===== config.mk =====
export PLATFORM = sky130hd
export DESIGN_NAME = bd_tag_stream_arbiter
export DESIGN_NICKNAME = d
export VERILOG_FILES = /design/src/rtl/bd_tag_stream_arbiter.sv
export SDC_FILE = /design/constraint.sdc
export NUM_CORES = 1
export LEC_CHECK = 0
export BUFFER_PORTS_ARGS = -buffer_cell sky130_fd_sc_hd__buf_2
export CAP_MARGIN = 30
export CORE_MARGIN = 4
export CORE_UTILIZATION = 54
export DETAILED_ROUTE_END_ITERATION = 8
export GPL_TIMING_DRIVEN = 0
export PLACE_DENSITY = 0.86
export SYNTH_ARGS = -nofsm -noshare
export SYNTH_HDL_FRONTEND = slang
export SYNTH_SLANG_ARGS = --single-unit

===== constraint.sdc =====
create_clock -name clk -period 8.7 [get_ports clk]
set_input_delay 0.87 -clock clk [delete_from_list [all_inputs] [get_ports clk]]
set_output_delay 0.87 -clock clk [all_outputs]
set_load 0.05 [all_outputs]

===== src/rtl/bd_tag_stream_arbiter.sv =====
// Merges the local-tag, global-tag and other-word streams from the BD tag
// splitter into one registered upstream word channel. Arbitration is
// round-robin with a per-owner burst limit. Each source has an enable bit
// and a saturating accept counter.
module bd_tag_stream_arbiter #(
   parameter int NBDdata_in = 34,
   parameter int NBDcode    = 4,
   parameter int Nglobal    = 12,
   parameter int Ntag       = 11,
   parameter int Nct        = 9,
   parameter int Ncnt       = 16,
   parameter int Nburst     = 4
) (
   input  logic                        clk,
   input  logic                        reset,
   input  logic                        tag_v,
   input  logic [Ntag+Nct-1:0]         tag_data,
   output logic                        tag_a,
   input  logic                        gtag_v,
   input  logic [Nglobal+Ntag+Nct-1:0] gtag_data,
   output logic                        gtag_a,
   input  logic                        oth_v,
   input  logic [NBDdata_in-1:0]       oth_payload,
   input  logic [NBDcode-1:0]          oth_code,
   output logic                        oth_a,
   input  logic [2:0]                  conf_en,
   input  logic [Nburst-1:0]           conf_burst,
   output logic                        out_v,
   output logic [1:0]                  out_src,
   output logic [NBDcode-1:0]          out_code,
   output logic [NBDdata_in-1:0]       out_payload,
   input  logic                        out_a,
   output logic [Ncnt-1:0]             cnt_gtag,
   output logic [Ncnt-1:0]             cnt_tag,
   output logic [Ncnt-1:0]             cnt_oth
);

   localparam int NTAGW  = Ntag + Nct;
   localparam int NGTAGW = Nglobal + Ntag + Nct;

   localparam logic [1:0] SRC_GTAG = 2'd0;
   localparam logic [1:0] SRC_TAG  = 2'd1;
   localparam logic [1:0] SRC_OTH  = 2'd2;

   logic [3:0]            elig;
   logic [1:0]            ptr, owner, winner, cand;
   logic [1:0]            ptr_nxt, owner_nxt;
   logic [Nburst-1:0]     burst_cnt, burst_nxt, burst_inc, limit;
   logic                  win_found, owner_hold, load, grant;
   logic [NBDdata_in-1:0] pay_sel;
   logic [NBDcode-1:0]    code_sel;

   function automatic logic [1:0] inc3(input logic [1:0] x);
      return (x == 2'd2) ? 2'd0 : x + 2'd1;
   endfunction

   // Bit 3 is a permanently ineligible pad so a 2-bit index stays in range.
   assign elig       = {1'b0, oth_v & conf_en[2], tag_v & conf_en[1], gtag_v & conf_en[0]};
   assign limit      = (conf_burst == '0) ? Nburst'(1) : conf_burst;
   // burst_cnt == 0 means the burst has ended (limit reached or idle cycle).
   assign owner_hold = elig[owner] && (burst_cnt != '0) && (burst_cnt < limit);
   assign load       = ~out_v | out_a;
   // Gating with reset keeps all input acks low while reset is held.
   assign grant      = load & win_found & reset;

   assign gtag_a = grant & (winner == SRC_GTAG);
   assign tag_a  = grant & (winner == SRC_TAG);
   assign oth_a  = grant & (winner == SRC_OTH);

   // Winner select: burst owner first, otherwise circular scan from ptr.
   always_comb begin
      win_found = 1'b0;
      winner    = owner;
      cand      = ptr;
      if (owner_hold) begin
         win_found = 1'b1;
      end else begin
         for (int i = 0; i < 3; i++) begin
            if (!win_found && elig[cand]) begin
               win_found = 1'b1;
               winner    = cand;
            end
            cand = inc3(cand);
         end
      end
   end

   // Next owner / pointer / burst count.
   always_comb begin
      ptr_nxt   = ptr;
      owner_nxt = owner;
      burst_nxt = burst_cnt;
      burst_inc = (winner == owner) ? burst_cnt + Nburst'(1) : Nburst'(1);
      if (grant) begin
         owner_nxt = winner;
         if (burst_inc >= limit) begin
            ptr_nxt   = inc3(winner);
            burst_nxt = '0;
         end else begin
            burst_nxt = burst_inc;
         end
      end else if (load) begin
         burst_nxt = '0;
      end
   end

   // Output word mux; tag sources are zero-extended with a zero leaf code.
   always_comb begin
      pay_sel  = '0;
      code_sel = '0;
      case (winner)
         SRC_GTAG: pay_sel = {{(NBDdata_in-NGTAGW){1'b0}}, gtag_data};
         SRC_TAG:  pay_sel = {{(NBDdata_in-NTAGW){1'b0}}, tag_data};
         SRC_OTH: begin
            pay_sel  = oth_payload;
            code_sel = oth_code;
         end
         default: pay_sel = '0;
      endcase
   end

   // Arbiter state and output register.
   always_ff @(posedge clk or negedge reset) begin
      if (!reset) begin
         ptr         <= '0;
         owner       <= '0;
         burst_cnt   <= '0;
         out_v       <= 1'b0;
         out_src     <= '0;
         out_code    <= '0;
         out_payload <= '0;
      end else begin
         ptr       <= ptr_nxt;
         owner     <= owner_nxt;
         burst_cnt <= burst_nxt;
         if (grant) begin
            out_v       <= 1'b1;
            out_src     <= winner;
            out_code    <= code_sel;
            out_payload <= pay_sel;
         end else if (load) begin
            out_v <= 1'b0;
         end
      end
   end

   // Saturating per-source accept counters.
   always_ff @(posedge clk or negedge reset) begin
      if (!reset) begin
         cnt_gtag <= '0;
         cnt_tag  <= '0;
         cnt_oth  <= '0;
      end else begin
         if (gtag_a && (cnt_gtag != '1)) cnt_gtag <= cnt_gtag + Ncnt'(1);
         if (tag_a  && (cnt_tag  != '1)) cnt_tag  <= cnt_tag  + Ncnt'(1);
         if (oth_a  && (cnt_oth  != '1)) cnt_oth  <= cnt_oth  + Ncnt'(1);
      end
   end

endmodule


==> results of run 1 <==
## state kept, by name (all words and copies together) (netlist names), 2 cells and up
name / cells
burst_cnt: 4
out_payload: 34
cnt_oth: 16
out_code: 4
cnt_tag: 16
ptr: 2
owner: 2
cnt_gtag: 16
## through the flow
stage | hold slack, ps | worst slack (ps)
2_1_floorplan | 508 | 4780
5_1_grt | 500 | 4270
3_3_place_gp | 465 | 3590
4_1_cts | 490 | 4500
6_report | 492 | 4470
3_5_place_dp | 465 | 4130
## kinds of logic after synthesis
family / count (synthesis) / synth area share [%]
flip-flops: 95 / 44.8
AND/OR/NAND/NOR: 207 / 19.7
XOR/XNOR: 39 / 6.44
adder cells (fa/ha/maj): 12 / 2.83
AO/OA/AOI/OAI: 88 / 14.2
buffers and inverters: 39 / 3.52
multiplexers: 43 / 8.52
## placed cells by master (no fill, tap or decap), drive strengths merged, types with 16 or more instances in the layout
cell type,netlist,final
nand3,41,41
mux2i,36,36
o211ai,22,22
buf,11,206
clkbuf,13,22
o21ai,16,16
dfrtp,95,95
nor2,28,28
nand4,21,21
inv,15,18
nand2,59,59
xnor2,21,21
xor2,18,18
## area by class of cell
class                   instances  area [um^2]
repair buffers                195         1000
flip-flops and latches         95         2380
multi-input cells             389         2740
clock buffers                   9          124
inverters                      15         56.3
clock inverters                 7         53.8
fillers                       717         2770
well taps                     129          161
plain buffers                  24          130
## worst paths after layout
kind / start / endpoint / slack (ps) / cells past startpoint
setup reg to reg: burst_cnt[3] / burst_cnt[2] / 4640 / 14
max in group asynchronous: reset / out_payload[10] / 7490 / 2
hold / removal: out_payload[16] / out_payload[16] / 490 / 2
setup / recovery: conf_burst[3] / burst_cnt[2] / 4470 / 16
hold reg to reg: out_payload[16] / out_payload[16] / 490 / 2
min in group asynchronous: reset / cnt_tag[15] / 540 / 1
## worst max-delay path: stages
cell       delay (ps)
buf_2             100
inv_1              90
ha_1              250
a21o_1            180
a221o_1           320
a211o_1           320
buf_6             160
o31a_1            140
nor2_1            170
ha_1              250
nand2b_1          140
a2111oi_0         730
o211ai_1          190
nor4_1            350
o22ai_1           140
o21ai_0            90
## routing by layer
layer	up-vias	global-route usage [%]	routed length, um
li1	2326	-	-
met1	2357	32.7	5980
met2	210	42.4	7030
met3	29	4.03	971
met4	0	8.04	274
met5	-	0	0
## Yosys cell counts, types with 5 or more instances
| cell | number | area [um^2] |
|---|---|---|
| nor4_1 | 12 | 75.1 |
| dfrtp_1 | 95 | 2380 |
| and2_1 | 6 | 37.5 |
| a21oi_1 | 7 | 35.0 |
| o21ai_1 | 12 | 60.1 |
| nor2_1 | 28 | 105 |
| nand4_1 | 21 | 131 |
| nand2b_1 | 6 | 37.5 |
| ha_1 | 12 | 150 |
| a21o_1 | 5 | 37.5 |
| nand3_1 | 41 | 205 |
| o211ai_2 | 18 | 225 |
| nor3_1 | 10 | 50.1 |
| xor2_1 | 18 | 158 |
| mux2i_1 | 35 | 350 |
| mux2_2 | 7 | 78.8 |
| nand2_1 | 59 | 221 |
| xnor2_1 | 21 | 184 |
| inv_1 | 15 | 56.3 |
| buf_2 | 5 | 25.0 |
| clkbuf_1 | 11 | 41.3 |
| a22o_1 | 8 | 70.1 |
## where the power goes
part / internal, W / switching, W / leakage, nW
registers: 0.000557 / 0.0000922 / 1.24
logic: 0.000300 / 0.000747 / 2.19
clock network: 0.000106 / 0.000160 / 0.0827
==> flow_summary.json, run 1 <==
{
  "worstMarginPinSlew_ps": 806,
  "die_w_um": 107,
  "clock_skew_ps": 20.2,
  "startpoint_type": "input port",
  "synthDistinctLibCells": 59,
  "h-tree-depth": 3,
  "vias_per_cell": 5.70,
  "cp-end-kind": "register",
  "cts_buffer_depth": 2,
  "critPathArrivalTime_ps": 4500,
  "async_flop_share_pct": 100,
  "tns_ps": 0,
  "initial_core_util_pct": 56.3,
  "routed_wl_um": 14300,
  "path_class": "input port to register",
  "antenna_found_initial": 0,
  "cts.root.buffer_cell": "clkbuf_8",
  "ir_drop_uv": 238,
  "grt_remaining_overflow": 0,
  "ys_seq_area_share_pct": 44.8,
  "gp_congestion": 0.904,
  "drc_errors": 0,
  "finalCritPeriodShare_pct": 48.6,
  "dpl.hpwl_um": 11200,
  "ys_seq_elements": 95,
  "fin_util_pct": 70.5,
  "cts_buffers": 9,
  "leakagePower_nw": 3.51,
  "netlist_instances": 523,
  "layoutNonFillerInstCount": 863,
  "yosysWarnings": 0,
  "setup_viol_count_final": 0,
  "antennaDiodeCount": 0,
  "boundaryPins": 195,
  "core_mm2": 0.00942,
  "grt_use_total_pct": 25.0,
  "clkTransAtPathRegs_ps": 90,
  "cellPowerDensity_mw_per_mm2": 296,
  "p_total_w": 0.00196,
  "insertion_delay_ps": 360,
  "clkSinkCount": 95,
  "slew_headroom_pct": 44.9,
  "dp.cells": 847,
  "cts_hold_buf": 0,
  "period_needed_ps": 4230,
  "io_buffers": 194,
  "drv_cap": 0,
  "grt_max_degree": 52,
  "dr.pass1.iters": 5,
  "critPathMaxFanout": 10,
  "grt_pass1_wl_um": 23200,
  "drive_above_1_share_pct": 35.1,
  "syn-num-nets": 638,
  "row_count": 35,
  "die_h_um": 107,
  "dr_total_vias": 4922,
  "critPathRequiredTime_ps": 8970,
  "finalNetCount": 844,
  "hold_viol_final": 0,
  "synth_edf_count": 0,
  "rsz0062_at_grt": "false",
  "syn_avg_cell_area_um2": 10.1,
  "wl_per_cell_um": 16.5,
  "cts_setup_buffers": 0,
  "areaGrowthSynthToFinish_pct": 25.3,
  "post_cts_resize_count": 0,
  "antenna_left": 0,
  "grt_pass1_vias": 4885,
  "min_path_type": "register to register",
  "synth_ff_type": "dfrtp_1",
  "final_cell_area_mm2": 0.00664,
  "max_clock_freq_mhz": 236,
  "drt_iter0_drc": 220,
  "dieArea_mm2": 0.0115,
  "netlist_area_mm2": 0.00530,
  "outcome": "finished, final reports clean",
  "drv_slew": 0,
  "tritoncts": "done",
  "place_area_mm2": 0.00646
}
Power figures use the tool's default switching activity.
==> inputs of run 2 (changes only) <==
--- a/config.mk
+++ b/config.mk
@@ -8,10 +8,10 @@
 export BUFFER_PORTS_ARGS = -buffer_cell sky130_fd_sc_hd__buf_2
 export CAP_MARGIN = 30
 export CORE_MARGIN = 4
-export CORE_UTILIZATION = 54
+export CORE_UTILIZATION = 45
 export DETAILED_ROUTE_END_ITERATION = 8
 export GPL_TIMING_DRIVEN = 0
-export PLACE_DENSITY = 0.86
+export PLACE_DENSITY = 0.77
 export SYNTH_ARGS = -nofsm -noshare
 export SYNTH_HDL_FRONTEND = slang
 export SYNTH_SLANG_ARGS = --single-unit
==> constraint.sdc (replaced) <==
create_clock -name clk -period 3.7 [get_ports clk]
set_input_delay 0.37 -clock clk [delete_from_list [all_inputs] [get_ports clk]]
set_output_delay 0.37 -clock clk [all_outputs]
set_load 0.05 [all_outputs]
==> run 2 against run 1 <==
Hold slack worse by 430 ps. Critical path type is now register to register. Cell area is 3.4% higher. Global-route usage is 4.4 points lower. Count of clock-buffer cells in the layout is 2 higher. Register-to-register slack worse by 4400 ps. Sequential share of layout area is 1.1 points lower. Sequential power is 140% higher. Critical path depth is 2 lower. Non-clock buffer count is 2 higher. Utilization is 11 points lower. Combinational power is 140% higher. Flip-flop and latch count stayed put.
==> flow_summary.json, run 2 (synthesis gave the netlist of run 1 again) <==
{
  "io_buffers": 194,
  "drv_cap": 0,
  "nFillCells": 968,
  "mostFrequentLayoutCell": "buf_2",
  "worst_path_max_delay_cell": "dfrtp_2",
  "layout_common_cells": "buf_2, dfrtp_1, nand2_1, nand3_1, mux2i_1",
  "initial_core_util_pct": 46.2,
  "dr.pass1.iters": 5,
  "setup_viol_count_final": 0,
  "ir_drop_uv": 519,
  "crit_path_start": "burst_cnt[3]",
  "grt_remaining_overflow": 0,
  "finalCritPeriodShare_pct": 94.7,
  "drc_errors": 0,
  "row_count": 39,
  "clock_skew_ps": 8.61,
  "insertion_delay_ps": 340,
  "cts_hold_buf": 0,
  "worstReg2RegStart": "burst_cnt[3]",
  "dpl.hpwl_um": 11100,
  "slew_headroom_pct": 53.7,
  "worstMarginPinSlew_ps": 688,
  "leakagePower_nw": 3.60,
  "die_w_um": 117,
  "cts_buffer_depth": 2,
  "dieArea_mm2": 0.0136,
  "tritoncts": "done",
  "critPathArrivalTime_ps": 3730,
  "worstPathCellList": "ha_1 > a21o_1 > a221o_1 > a211o_1 > buf_6 > o31a_1 > nor2_2 > ha_1 > nand2b_1 > a2111oi_4 > buf_4 > nor2_2 > nand2_2 > mux2_2",
  "cp-end-kind": "register",
  "grt_use_total_pct": 20.5,
  "startpoint_type": "register",
  "hold_viol_final": 0,
  "grt_pass1_wl_um": 22400,
  "min_path_type": "input port to async pin",
  "busiest_layer": "met2",
  "gp_congestion": 0.870,
  "routed_wl_um": 14400,
  "areaGrowthSynthToFinish_pct": 29.5,
  "grtUsageMet3_pct": 3.78,
  "antenna_found_initial": 0,
  "clkSinkCount": 95,
  "grt_pass1_vias": 4797,
  "drt_iter0_drc": 331,
  "largest_reg_flops": 34,
  "die_h_um": 117,
  "regMostFlops": "out_payload",
  "cellPowerDensity_mw_per_mm2": 738,
  "dr_total_vias": 4891,
  "critPathMaxFanout": 10,
  "finalNetCount": 846,
  "drv_slew": 0,
  "max_clock_freq_mhz": 285,
  "boundaryPins": 195,
  "p_total_w": 0.00507,
  "critPathRequiredTime_ps": 3930,
  "h-tree-depth": 3,
  "antenna_left": 0,
  "fin_util_pct": 59.9,
  "period_needed_ps": 3500,
  "cts.root.buffer_cell": "clkbuf_16",
  "clkTransAtPathRegs_ps": 70,
  "outcome": "finished, final reports clean",
  "vias_per_cell": 5.56,
  "antennaDiodeCount": 0,
  "place_area_mm2": 0.00648,
  "core_mm2": 0.0115,
  "wl_per_cell_um": 16.4,
  "grt.met2_usage_pct": 35.2,
  "met1_usage_pct": 26.1,
  "path_class": "register to register",
  "drive_above_1_share_pct": 36.3,
  "cts_buffers": 9,
  "crit_family": "compound AO/OA/AOI/OAI gates",
  "hold_ws_ps": 58.1,
  "grt_max_degree": 51,
  "final_cell_area_mm2": 0.00687,
  "slowest_delay_ps": 440,
  "rsz0062_at_grt": "false",
  "path_buf_inv": 2
}
run 2: cell count changes in the layout (fill, tap and decap cells not counted), sizes merged:
cell,change
clkbuf,+2
buf,+2
inv,-3
bufinv,+2
clkinvlp,-1
run 2: routing by layer:
layer / wire length [um] / part of all wire [%] / vias up
li1: - / - / 2328
met1: 6000 / 42 / 2358
met2: 7080 / 49 / 182
met3: 1070 / 7.4 / 23
met4: 238 / 1.7 / 0
met5: 0 / 0 / -
run 2: area by class of cell:
| cell class | instances | area (um^2) | area share, % |
|---|---|---|---|
| clock inverter | 5 | 80.1 | 1.17 |
| inverter | 15 | 56.3 | 0.820 |
| tap | 143 | 179 | 2.61 |
| buffer | 24 | 130 | 1.90 |
| sequential | 95 | 2380 | 34.6 |
| multi-input combinational | 389 | 2770 | 40.4 |
| timing repair buffer | 197 | 1020 | 14.8 |
| clock buffer | 11 | 253 | 3.68 |
run 2: report_power, final:
group | total (W) | leakage [nW] | switching (W) | internal, W
registers | 0.00154 | 1.24 | 0.000225 | 0.00131
clock network | 0.00102 | 0.158 | 0.000392 | 0.000628
logic | 0.00251 | 2.20 | 0.00177 | 0.000740
total | 0.00507 | 3.60 | 0.00239 | 0.00268
run 2: timing repair:
action,in CTS,in global routing
buffers inserted,0,2
cloned,0,0
setup endpoints to repair,3,5
gates resized for setup,3,7
pin swaps,0,5
run 2: worst paths after layout:
kind / end / slack, ps / cells past startpoint
setup / recovery: ptr[1] / 200 / 14
hold / removal: cnt_tag[13] / 60 / 1
setup reg to reg: ptr[1] / 200 / 14
hold reg to reg: out_payload[18] / 480 / 2
max in group asynchronous: out_code[3] / 2970 / 2
min in group clk: out_code[0] / 250 / 2
run 2: per-stage QoR:
step	TNS (ps)	setup slack, ps	instances
2_1_floorplan	0	278	523
3_3_place_gp	-13380	-436	860
3_5_place_dp	-682	-226	861
4_1_cts	0	51.9	877
5_1_grt	0	28.6	879
6_report	0	195	879
